## config.mk

```make
export PLATFORM = sky130hd
export DESIGN_NAME = load_dispatcher_flat
export DESIGN_NICKNAME = d
export VERILOG_FILES = /design/src/rtl/load_dispatcher_if.sv /design/src/rtl/load_dispatcher.sv /design/src/flat_wrapper.sv
export SDC_FILE = /design/constraint.sdc
export NUM_CORES = 1
export LEC_CHECK = 0
export BUFFER_PORTS_ARGS = -buffer_cell sky130_fd_sc_hd__buf_2
export CAP_MARGIN = 20
export CORE_ASPECT_RATIO = 0.9
export CORE_UTILIZATION = 49
export DETAILED_ROUTE_END_ITERATION = 8
export PLACE_DENSITY = 0.79
export RECOVER_POWER = 25
export SLEW_MARGIN = 20
export SYNTH_ARGS = -nofsm -noshare
export SYNTH_HDL_FRONTEND = slang
export SYNTH_SLANG_ARGS = --single-unit
export TNS_END_PERCENT = 50
```

## constraint.sdc

```tcl
create_clock -name clk -period 2.3 [get_ports clk]
set_input_delay 0.115 -clock clk [delete_from_list [all_inputs] [get_ports clk]]
set_output_delay 0.115 -clock clk [all_outputs]
set_load 0.02 [all_outputs]
```

## src/rtl/load_dispatcher_if.sv

```systemverilog
// Aggregator-to-dispatcher link: packed words in, pack permission and fetch-width programming out.
// in_enq is the per-cycle valid of in_data and is not gated by in_full_n; in_full_n only tells the
// aggregator it may pack/dequeue, and it drops combinationally while the last element of a phase is enqueued.
interface load_dispatcher_if #(
  parameter int DATA_WIDTH  = 16,
  parameter int FETCH_WIDTH = 6
);
  logic [FETCH_WIDTH*DATA_WIDTH-1:0] in_data;
  logic                              in_enq;
  logic                              in_full_n;
  logic                              agg_change_fetch_width;
  logic [2:0]                        agg_fetch_width;

  modport master (
    output in_data, in_enq,
    input  in_full_n, agg_change_fetch_width, agg_fetch_width
  );

  modport slave (
    input  in_data, in_enq,
    output in_full_n, agg_change_fetch_width, agg_fetch_width
  );
endinterface

```

## src/rtl/load_dispatcher.sv

```systemverilog
// Streams aggregator words into the node, leaf and query memories in fixed order and reprograms
// the aggregator fetch width with a one-cycle switch state between phases.
module load_dispatcher #(
  parameter int DATA_WIDTH  = 16,
  parameter int FETCH_WIDTH = 6,
  parameter int NODE_FW     = 2,
  parameter int PATCH_FW    = 5,
  parameter int NUM_NODES   = 31,
  parameter int NUM_LEAVES  = 32,
  parameter int LEAF_SIZE   = 8,
  parameter int NUM_QUERIES = 1024,
  localparam int NODE_AW  = (NUM_NODES   > 1) ? $clog2(NUM_NODES)   : 1,
  localparam int LEAF_AW  = (NUM_LEAVES  > 1) ? $clog2(NUM_LEAVES)  : 1,
  localparam int SLOT_W   = (LEAF_SIZE   > 1) ? $clog2(LEAF_SIZE)   : 1,
  localparam int QUERY_AW = (NUM_QUERIES > 1) ? $clog2(NUM_QUERIES) : 1
) (
  input  logic                           clk,
  input  logic                           rst_n,
  input  logic                           start,
  load_dispatcher_if.slave               agg,
  output logic                           node_wen,
  output logic [NODE_AW-1:0]             node_addr,
  output logic [NODE_FW*DATA_WIDTH-1:0]  node_wdata,
  output logic                           leaf_wen,
  output logic [LEAF_AW-1:0]             leaf_addr,
  output logic [SLOT_W-1:0]              leaf_slot,
  output logic [PATCH_FW*DATA_WIDTH-1:0] leaf_wdata,
  output logic                           query_wen,
  output logic [QUERY_AW-1:0]            query_addr,
  output logic [PATCH_FW*DATA_WIDTH-1:0] query_wdata,
  output logic                           busy,
  output logic                           done,
  output logic [2:0]                     state_dbg
);

  localparam logic [2:0] S_IDLE     = 3'd0;
  localparam logic [2:0] S_SW_NODE  = 3'd1;
  localparam logic [2:0] S_NODES    = 3'd2;
  localparam logic [2:0] S_SW_LEAF  = 3'd3;
  localparam logic [2:0] S_LEAVES   = 3'd4;
  localparam logic [2:0] S_SW_QUERY = 3'd5;
  localparam logic [2:0] S_QUERIES  = 3'd6;
  localparam logic [2:0] S_DONE     = 3'd7;

  logic [2:0]          state;
  logic [NODE_AW-1:0]  node_cnt;
  logic [LEAF_AW-1:0]  leaf_cnt;
  logic [SLOT_W-1:0]   slot_cnt;
  logic [QUERY_AW-1:0] query_cnt;
  logic                in_load;
  logic                last;
  logic                slot_wrap;

  assign in_load   = (state == S_NODES) || (state == S_LEAVES) || (state == S_QUERIES);
  assign slot_wrap = (slot_cnt == SLOT_W'(LEAF_SIZE - 1));

  always_comb begin
    last = 1'b0;
    case (state)
      S_NODES:   last = (node_cnt == NODE_AW'(NUM_NODES - 1));
      S_LEAVES:  last = (leaf_cnt == LEAF_AW'(NUM_LEAVES - 1)) && slot_wrap;
      S_QUERIES: last = (query_cnt == QUERY_AW'(NUM_QUERIES - 1));
      default:   last = 1'b0;
    endcase
  end

  // Blocking the final accept cycle keeps the aggregator from packing a word under the old width.
  assign agg.in_full_n              = in_load && !(agg.in_enq && last);
  assign agg.agg_change_fetch_width = (state == S_SW_NODE) || (state == S_SW_LEAF) || (state == S_SW_QUERY);
  assign agg.agg_fetch_width        = (state == S_SW_NODE) ? 3'(NODE_FW) :
                                      ((state == S_SW_LEAF) || (state == S_SW_QUERY)) ? 3'(PATCH_FW) : 3'd0;

  assign busy      = (state != S_IDLE) && (state != S_DONE);
  assign done      = (state == S_DONE);
  assign state_dbg = state;

  generate
    if (FETCH_WIDTH > PATCH_FW) begin : g_upper
      logic unused_upper;
      assign unused_upper = ^agg.in_data[FETCH_WIDTH*DATA_WIDTH-1:PATCH_FW*DATA_WIDTH];
    end
  endgenerate

  always_ff @(posedge clk) begin
    if (!rst_n) begin
      state       <= S_IDLE;
      node_cnt    <= '0;
      leaf_cnt    <= '0;
      slot_cnt    <= '0;
      query_cnt   <= '0;
      node_wen    <= 1'b0;
      node_addr   <= '0;
      node_wdata  <= '0;
      leaf_wen    <= 1'b0;
      leaf_addr   <= '0;
      leaf_slot   <= '0;
      leaf_wdata  <= '0;
      query_wen   <= 1'b0;
      query_addr  <= '0;
      query_wdata <= '0;
    end else begin
      node_wen  <= 1'b0;
      leaf_wen  <= 1'b0;
      query_wen <= 1'b0;
      case (state)
        S_IDLE, S_DONE: begin
          if (start) begin
            state     <= S_SW_NODE;
            node_cnt  <= '0;
            leaf_cnt  <= '0;
            slot_cnt  <= '0;
            query_cnt <= '0;
          end
        end
        S_SW_NODE:  state <= S_NODES;
        S_SW_LEAF:  state <= S_LEAVES;
        S_SW_QUERY: state <= S_QUERIES;
        S_NODES: begin
          if (agg.in_enq) begin
            node_wen   <= 1'b1;
            node_addr  <= node_cnt;
            node_wdata <= agg.in_data[NODE_FW*DATA_WIDTH-1:0];
            node_cnt   <= node_cnt + 1'b1;
            if (last) state <= S_SW_LEAF;
          end
        end
        S_LEAVES: begin
          if (agg.in_enq) begin
            leaf_wen   <= 1'b1;
            leaf_addr  <= leaf_cnt;
            leaf_slot  <= slot_cnt;
            leaf_wdata <= agg.in_data[PATCH_FW*DATA_WIDTH-1:0];
            if (slot_wrap) begin
              slot_cnt <= '0;
              leaf_cnt <= leaf_cnt + 1'b1;
            end else begin
              slot_cnt <= slot_cnt + 1'b1;
            end
            if (last) state <= S_SW_QUERY;
          end
        end
        S_QUERIES: begin
          if (agg.in_enq) begin
            query_wen   <= 1'b1;
            query_addr  <= query_cnt;
            query_wdata <= agg.in_data[PATCH_FW*DATA_WIDTH-1:0];
            query_cnt   <= query_cnt + 1'b1;
            if (last) state <= S_DONE;
          end
        end
        default: state <= S_IDLE;
      endcase
    end
  end

endmodule

```

## src/flat_wrapper.sv

```systemverilog
// flat-port wrapper written by rule: the top's interface ports become plain ports
module load_dispatcher_flat 
#(
  parameter int DATA_WIDTH  = 16,
  parameter int FETCH_WIDTH = 6,
  parameter int NODE_FW     = 2,
  parameter int PATCH_FW    = 5,
  parameter int NUM_NODES   = 31,
  parameter int NUM_LEAVES  = 32,
  parameter int LEAF_SIZE   = 8,
  parameter int NUM_QUERIES = 1024,
  localparam int NODE_AW  = (NUM_NODES   > 1) ? $clog2(NUM_NODES)   : 1,
  localparam int LEAF_AW  = (NUM_LEAVES  > 1) ? $clog2(NUM_LEAVES)  : 1,
  localparam int SLOT_W   = (LEAF_SIZE   > 1) ? $clog2(LEAF_SIZE)   : 1,
  localparam int QUERY_AW = (NUM_QUERIES > 1) ? $clog2(NUM_QUERIES) : 1
)
  (clk, rst_n, start, node_wen, node_addr, node_wdata, leaf_wen, leaf_addr, leaf_slot, leaf_wdata, query_wen, query_addr, query_wdata, busy, done, state_dbg, agg_in_data, agg_in_enq, agg_in_full_n, agg_agg_change_fetch_width, agg_agg_fetch_width);
  load_dispatcher_if #(.DATA_WIDTH(DATA_WIDTH), .FETCH_WIDTH(FETCH_WIDTH)) agg_i ();
  input  logic clk;
  input  logic rst_n;
  input  logic start;
  output logic node_wen;
  output logic [NODE_AW-1:0] node_addr;
  output logic [NODE_FW*DATA_WIDTH-1:0] node_wdata;
  output logic leaf_wen;
  output logic [LEAF_AW-1:0] leaf_addr;
  output logic [SLOT_W-1:0] leaf_slot;
  output logic [PATCH_FW*DATA_WIDTH-1:0] leaf_wdata;
  output logic query_wen;
  output logic [QUERY_AW-1:0] query_addr;
  output logic [PATCH_FW*DATA_WIDTH-1:0] query_wdata;
  output logic busy;
  output logic done;
  output logic [2:0] state_dbg;
  input wire logic [$bits(agg_i.in_data)-1:0] agg_in_data;
  input wire logic [$bits(agg_i.in_enq)-1:0] agg_in_enq;
  output wire logic [$bits(agg_i.in_full_n)-1:0] agg_in_full_n;
  output wire logic [$bits(agg_i.agg_change_fetch_width)-1:0] agg_agg_change_fetch_width;
  output wire logic [$bits(agg_i.agg_fetch_width)-1:0] agg_agg_fetch_width;
  assign agg_i.in_data = agg_in_data;
  assign agg_i.in_enq = agg_in_enq;
  assign agg_in_full_n = agg_i.in_full_n;
  assign agg_agg_change_fetch_width = agg_i.agg_change_fetch_width;
  assign agg_agg_fetch_width = agg_i.agg_fetch_width;
  load_dispatcher #(.DATA_WIDTH(DATA_WIDTH), .FETCH_WIDTH(FETCH_WIDTH), .NODE_FW(NODE_FW), .PATCH_FW(PATCH_FW), .NUM_NODES(NUM_NODES), .NUM_LEAVES(NUM_LEAVES), .LEAF_SIZE(LEAF_SIZE), .NUM_QUERIES(NUM_QUERIES)) u_core (.clk(clk), .rst_n(rst_n), .start(start), .agg(agg_i), .node_wen(node_wen), .node_addr(node_addr), .node_wdata(node_wdata), .leaf_wen(leaf_wen), .leaf_addr(leaf_addr), .leaf_slot(leaf_slot), .leaf_wdata(leaf_wdata), .query_wen(query_wen), .query_addr(query_addr), .query_wdata(query_wdata), .busy(busy), .done(done), .state_dbg(state_dbg));
endmodule
```

## Word-level counts from Yosys, hierarchy flattened

Index checks and enable logic that the tools add are counted.

| storage, ports and cells | value |
|---|---|
| register bits after elaboration | 244 |
| output and inout port bits | 228 |
| latch bits | 0 |
| bits in read-only memories | 0 |
| word-level logic and storage cells | 91 |
| RAM bits | 0 |
| memories kept | 0 |

| operators by class | value |
|---|---|
| div/mod/pow operators | 0 |
| magnitude comparators | 0 |
| bitwise gates (word level) | 0 |
| reduce and logical (&&, ||, !) cells | 27 |
| $add $sub $neg | 4 |
| equal/unequal tests | 20 |
| shift-type cells | 0 |
| multipliers | 0 |
| muxes and demuxes | 25 |

Operator list:

| cell | number |
|---|---|
| $mux W3 | 12 |
| $pmux W3 S7 | 1 |
| $mux W10 | 2 |
| $mux W5 | 4 |
| $pmux W10 S2 | 1 |
| $pmux W5 S2 | 2 |
| $eq A3 B3 Y1 const B | 5 |
| $reduce_and A2 Y1 | 6 |
| $add A10 B1 Y10 const B | 1 |
| $add A5 B1 Y5 const B | 2 |
| $eq A10 B10 Y1 const B | 1 |
| $eq A5 B5 Y1 const B | 2 |
| $reduce_and A3 Y1 | 3 |
| $ne A2 B1 Y1 const B | 4 |
| $ne A2 B2 Y1 const B | 4 |
| $reduce_and A7 Y1 | 1 |
| $eq A3 B2 Y1 const B | 2 |
| $pmux W3 S2 | 1 |
| $reduce_bool A2 Y1 | 3 |
| $logic_or A1 B1 Y1 | 5 |
| $logic_and A1 B1 Y1 | 4 |
| $reduce_and A4 Y1 | 1 |
| $add A3 B1 Y3 const B | 1 |
| $eq A3 B1 Y1 const B | 1 |
| other kinds (7) | 7 |

## Longest topological paths before layout

| depth | value |
|---|---|
| depth in word-level cells | 6 |
| mapped depth | 8 |

## Worst setup path before layout

OpenSTA, ideal clock, no wires.

| timing | value |
|---|---|
| path type | reg2out |
| start | register u_core.leaf_cnt[0] |
| end | output port agg_in_full_n |
| required time | 2.185 ns |
| buffers on the path | 0 |
| stages on the path, launching flop included | 6 |
| slack | 0.365 ns |
| arrival | 1.820 ns |
| cells stage by stage | dfxtp_1 > ha_1 > and3_1 > ha_1 > a311o_1 > o31ai_1 |

| between the ends | value |
|---|---|
| longest elaborated chain between the ends | 6 |

Ends and longest elaborated chain:

| element | RTL line | RTL |
|---|---|---|
| start, declared | load_dispatcher.sv:47 | `logic [LEAF_AW-1:0] leaf_cnt;` |
| start signal, assigned | load_dispatcher.sv:135 | `leaf_cnt <= leaf_cnt + 1'b1;` |
| $eq A5 B5 Y1 | load_dispatcher.sv:61 | `S_LEAVES: last = (leaf_cnt == LEAF_AW'(NUM_LEAVES - 1)) && slot_wrap;` |
| $logic_and A1 B1 Y1 | load_dispatcher.sv:61 |  |
| $pmux W1 S3 | load_dispatcher.sv:59 | `case (state)` |
| $logic_and A1 B1 Y1 | load_dispatcher.sv:68 | `assign agg.in_full_n = in_load && !(agg.in_enq && last);` |
| $logic_not A1 Y1 | load_dispatcher.sv:68 |  |
| $logic_and A1 B1 Y1 | load_dispatcher.sv:68 |  |
| end, declared | flat_wrapper.sv:37 | `output wire logic [$bits(agg_i.in_full_n)-1:0] agg_in_full_n;` |

No other way between the ends.

## Final worst setup path

| timing | value |
|---|---|
| start | register u_core.leaf_cnt[1] |
| end | output port agg_in_full_n |

The elaborated chain is that of the path after synthesis.

==> key figures <==
Synth
  – Synth Area in Compound Gates: 15.13%
  – FF+latch count, synth: 244
  – Top cell type's share of synthesized area: 54.65%
  – Number of synthesized flops with an enable pin: 0
  – Synth top cells by count: 446 x nand2_1, 244 x dfxtp_1, 233 x a21oi_1
  – XOR/XNOR share of the synthesized area: 0.09800%
  – Syn Inst Count: 1124
  – Mux contribution to synthesized area: 0.5740%
  – Sequential fraction of the synthesis area: 54.65%
  – Post-synthesis simple-gate area fraction: 23.87%
  – Post-Syn Area: 8937 um2
  – Synth area leader: dfxtp_1
  – Synth area leaders: dfxtp_1 55%, nand2_1 19%, a21oi_1 13%, clkbuf_1 1.8%, buf_2 1.6%
  – Synth Area per Inst: 7.951 um2
  – Yosys cell types: 46
  – Async set-reset flop share out of synthesis: 0%
  – Synth warnings: 0
  – Top_reg_cell synth: dfxtp_1
  – Cell with the most instances after synthesis: nand2_1
  – Largest family of logic cells by synthesized area: simple AND/OR/NAND/NOR gates
  – Adder-cell share of the synthesized area: 0.9800%
  – Post-synthesis net count: 1231

Global route
  – Initial antenna violation count: 0
  – First-pass GRT wire length: 40.10 mm
  – Vias in the first global route: 8085
  – Tot GR Track Use: 26.53%
  – Largest net degree at the start of global routing: 119
  – Total gr overflow: 0

Clock tree
  – Bufs on Longest Clock Path: 3
  – Root Buffer: clkbuf_16
  – TritonCTS buffer count: 25
  – H-tree levels: 1
  – Worst-Skew Late Latency: 510 ps
  – Clk slew on worst S/H paths: 60 ps
  – # clock sinks: 244
  – CTS tree: built

Floorplan
  – Die ar.: 18780 um2
  – Core Rows: 46
  – Core Area: 17730 um2
  – Die width: 144.4 um
  – IO Pins: 328
  – Initial Util: 50.42%
  – Die Y: 130.1 um

Critical path
  – Worst setup EP type: output port
  – Type of origin of the critical path: flip-flop
  – Setup CP Type: reg2out
  – CP max FO: 3
  – Worst Path Required: 2180 ps
  – Arrival time at the worst endpoint: 2140 ps

Worst hold path
  – Min-delay worst type: in2reg

STA
  – Final hold viol count: 0
  – # setup viols final: 0
  – Setup TNS: 0 ps
  – Final Cycle Share: 98.18%
  – Max Slew Vio Count: 0
  – Fin crit period: 2258 ps
  – Worst slew pin tran: 734.6 ps
  – Clk_skew: 8.137 ps
  – Worst slew margin: 51.03%
  – Max frequency: 442.8 MHz
  – RSZ-0062 raised after global routing: true

Routing
  – Pre-antenna DRT Iters: 5
  – Avg WL per Cell: 15.46 um
  – DRC: 0
  – 1st-iter DRT viols: 464
  – DRT antenna net count: 0
  – Vias: 9028
  – Post-DR vias/cell: 5.186
  – Final WL: 26.91 mm

Layout
  – Synth-to-layout area growth: 36.94%
  – ANT cells: 0
  – Post-route insts no fill: 1741
  – Final Net Count: 1592
  – Layout cells sized above 1: 18.65%

Placement
  – Port bufs: 311
  – Routability Congestion: 0.7836
  – Dpl hpwl: 16.32 mm
  – Cells after DPL: 1614

Job
  – Max Cap Violations: 0

Power and ir drop
  – Leak Pwr: 0.004692 uW
  – Switch share: 23.00%
  – Combinational power share: 8.3%
  – Pint: 6998 uW
  – Pwr dens: 742.5 nW/um2
  – VDD IR max: 0.0005909 V
  – Sw Pwr: 2090 uW
  – Sequential Power Share: 47.6%
  – Clk network pwr share: 44.1%

Outcome
  – Status: complete, no violations
## per-layer routing
metal	vias up	GRT usage (%)	part of all wire (%)
met3	90	6.202	8.1
met1	4147	32.54	40
met5	-	0	0
met4	0	11.33	3.8
met2	391	44.65	48
li1	4400	-	-
## critical path, cell delays in order (launching register included)
cell     delay (ps)
dfxtp_4         360
ha_4            160
and3_4          180
ha_4            150
a311o_1         360
o31ai_2         240
buf_4           180
## cells in the final DEF, fill, tap and decap left out, types with 3 or more instances in the layout
cell	count
nand2_1	445
dfxtp_1	240
a21oi_1	233
buf_2	195
clkbuf_1	121
dlygate4sd3_1	81
clkbuf_16	25
buf_4	20
nor2_1	15
nand3_1	10
o21ai_0	10
or3_1	8
buf_12	7
clkbuf_8	6
inv_1	5
nor3_1	5
nand3b_1	5
ha_1	5
nand4_1	4
mux2i_1	4
and3_1	3
a31oi_1	3
or4_1	3
## cell families after synthesis
kind of cell	Yosys count
XOR/XNOR	1
AND/OR/NAND/NOR	517
buffers and inverters	90
adder cells (fa/ha/maj)	7
AO/OA/AOI/OAI	260
multiplexers	5
flip-flops	244
## registers in the layout, indices dropped and copies added, names as in the netlist
name	flops
u_core.leaf_addr	5
u_core.leaf_cnt	5
u_core.leaf_slot	3
u_core.leaf_wdata	80
u_core.leaf_wen	1
u_core.node_addr	5
u_core.node_cnt	5
u_core.node_wdata	32
u_core.node_wen	1
u_core.query_addr	10
u_core.query_cnt	10
u_core.query_wdata	80
u_core.query_wen	1
u_core.slot_cnt	3
u_core.state_dbg	3
## power by group through the flow
stage | logic (uW) | clock network [uW] | registers, uW
5_1_grt | 820 | 4250 | 4330
2_1_floorplan | 324 | 0 | 4460
3_3_place_gp | 625 | 0 | 4410
6_report | 758 | 4010 | 4320
4_1_cts | 744 | 4070 | 4320
3_5_place_dp | 632 | 0 | 4410
## per-stage QoR
step | utilization, % | setup slack [ps] | total power [uW] | hold WS, ps | instance area [um2]
global route | 69.04 | -34.26 | 9398 | 73.71 | 12240
global placement | 60.26 | 364.1 | 5036 | 367.4 | 10680
CTS | 69.44 | 20.51 | 9136 | 8.348 | 12310
finish | 69.04 | 41.84 | 9088 | 33.08 | 12240
detailed placement | 60.26 | 306.8 | 5047 | 371.4 | 10680
floorplan | - | 365.5 | 4786 | 251.0 | 8937
## area by class of cell
class	count	area, um2
Timing Repair Buffer	418	2509
Tap cell	240	300.3
Inverter	6	27.53
Clock inverter	6	85.08
Sequential cell	244	4895
Clock buffer	37	730.7
Multi-Input combinational cell	790	3692
Fill cell	1394	5488
## path summary, 6_finish.rpt
check                               from                     end  slack (ps)  cells after the start
hold / removal                     start     u_core.state_dbg[1]          30                      3
setup / recovery      u_core.leaf_cnt[1]           agg_in_full_n          40                      6
setup reg to reg      u_core.leaf_cnt[1]     u_core.state_dbg[0]         350                      7
hold reg to reg   u_core.query_wdata[20]  u_core.query_wdata[20]         450                      2
## timing repair
item                                   CTS  global route
hold buffers                            81             0
pin swaps                                2             3
resized for setup                        1            13
buffers inserted                         0             3
endpoints found under the hold margin  198             0
setup endpoints to repair                1             1
Note: power is estimated with default switching activity, not from simulation.
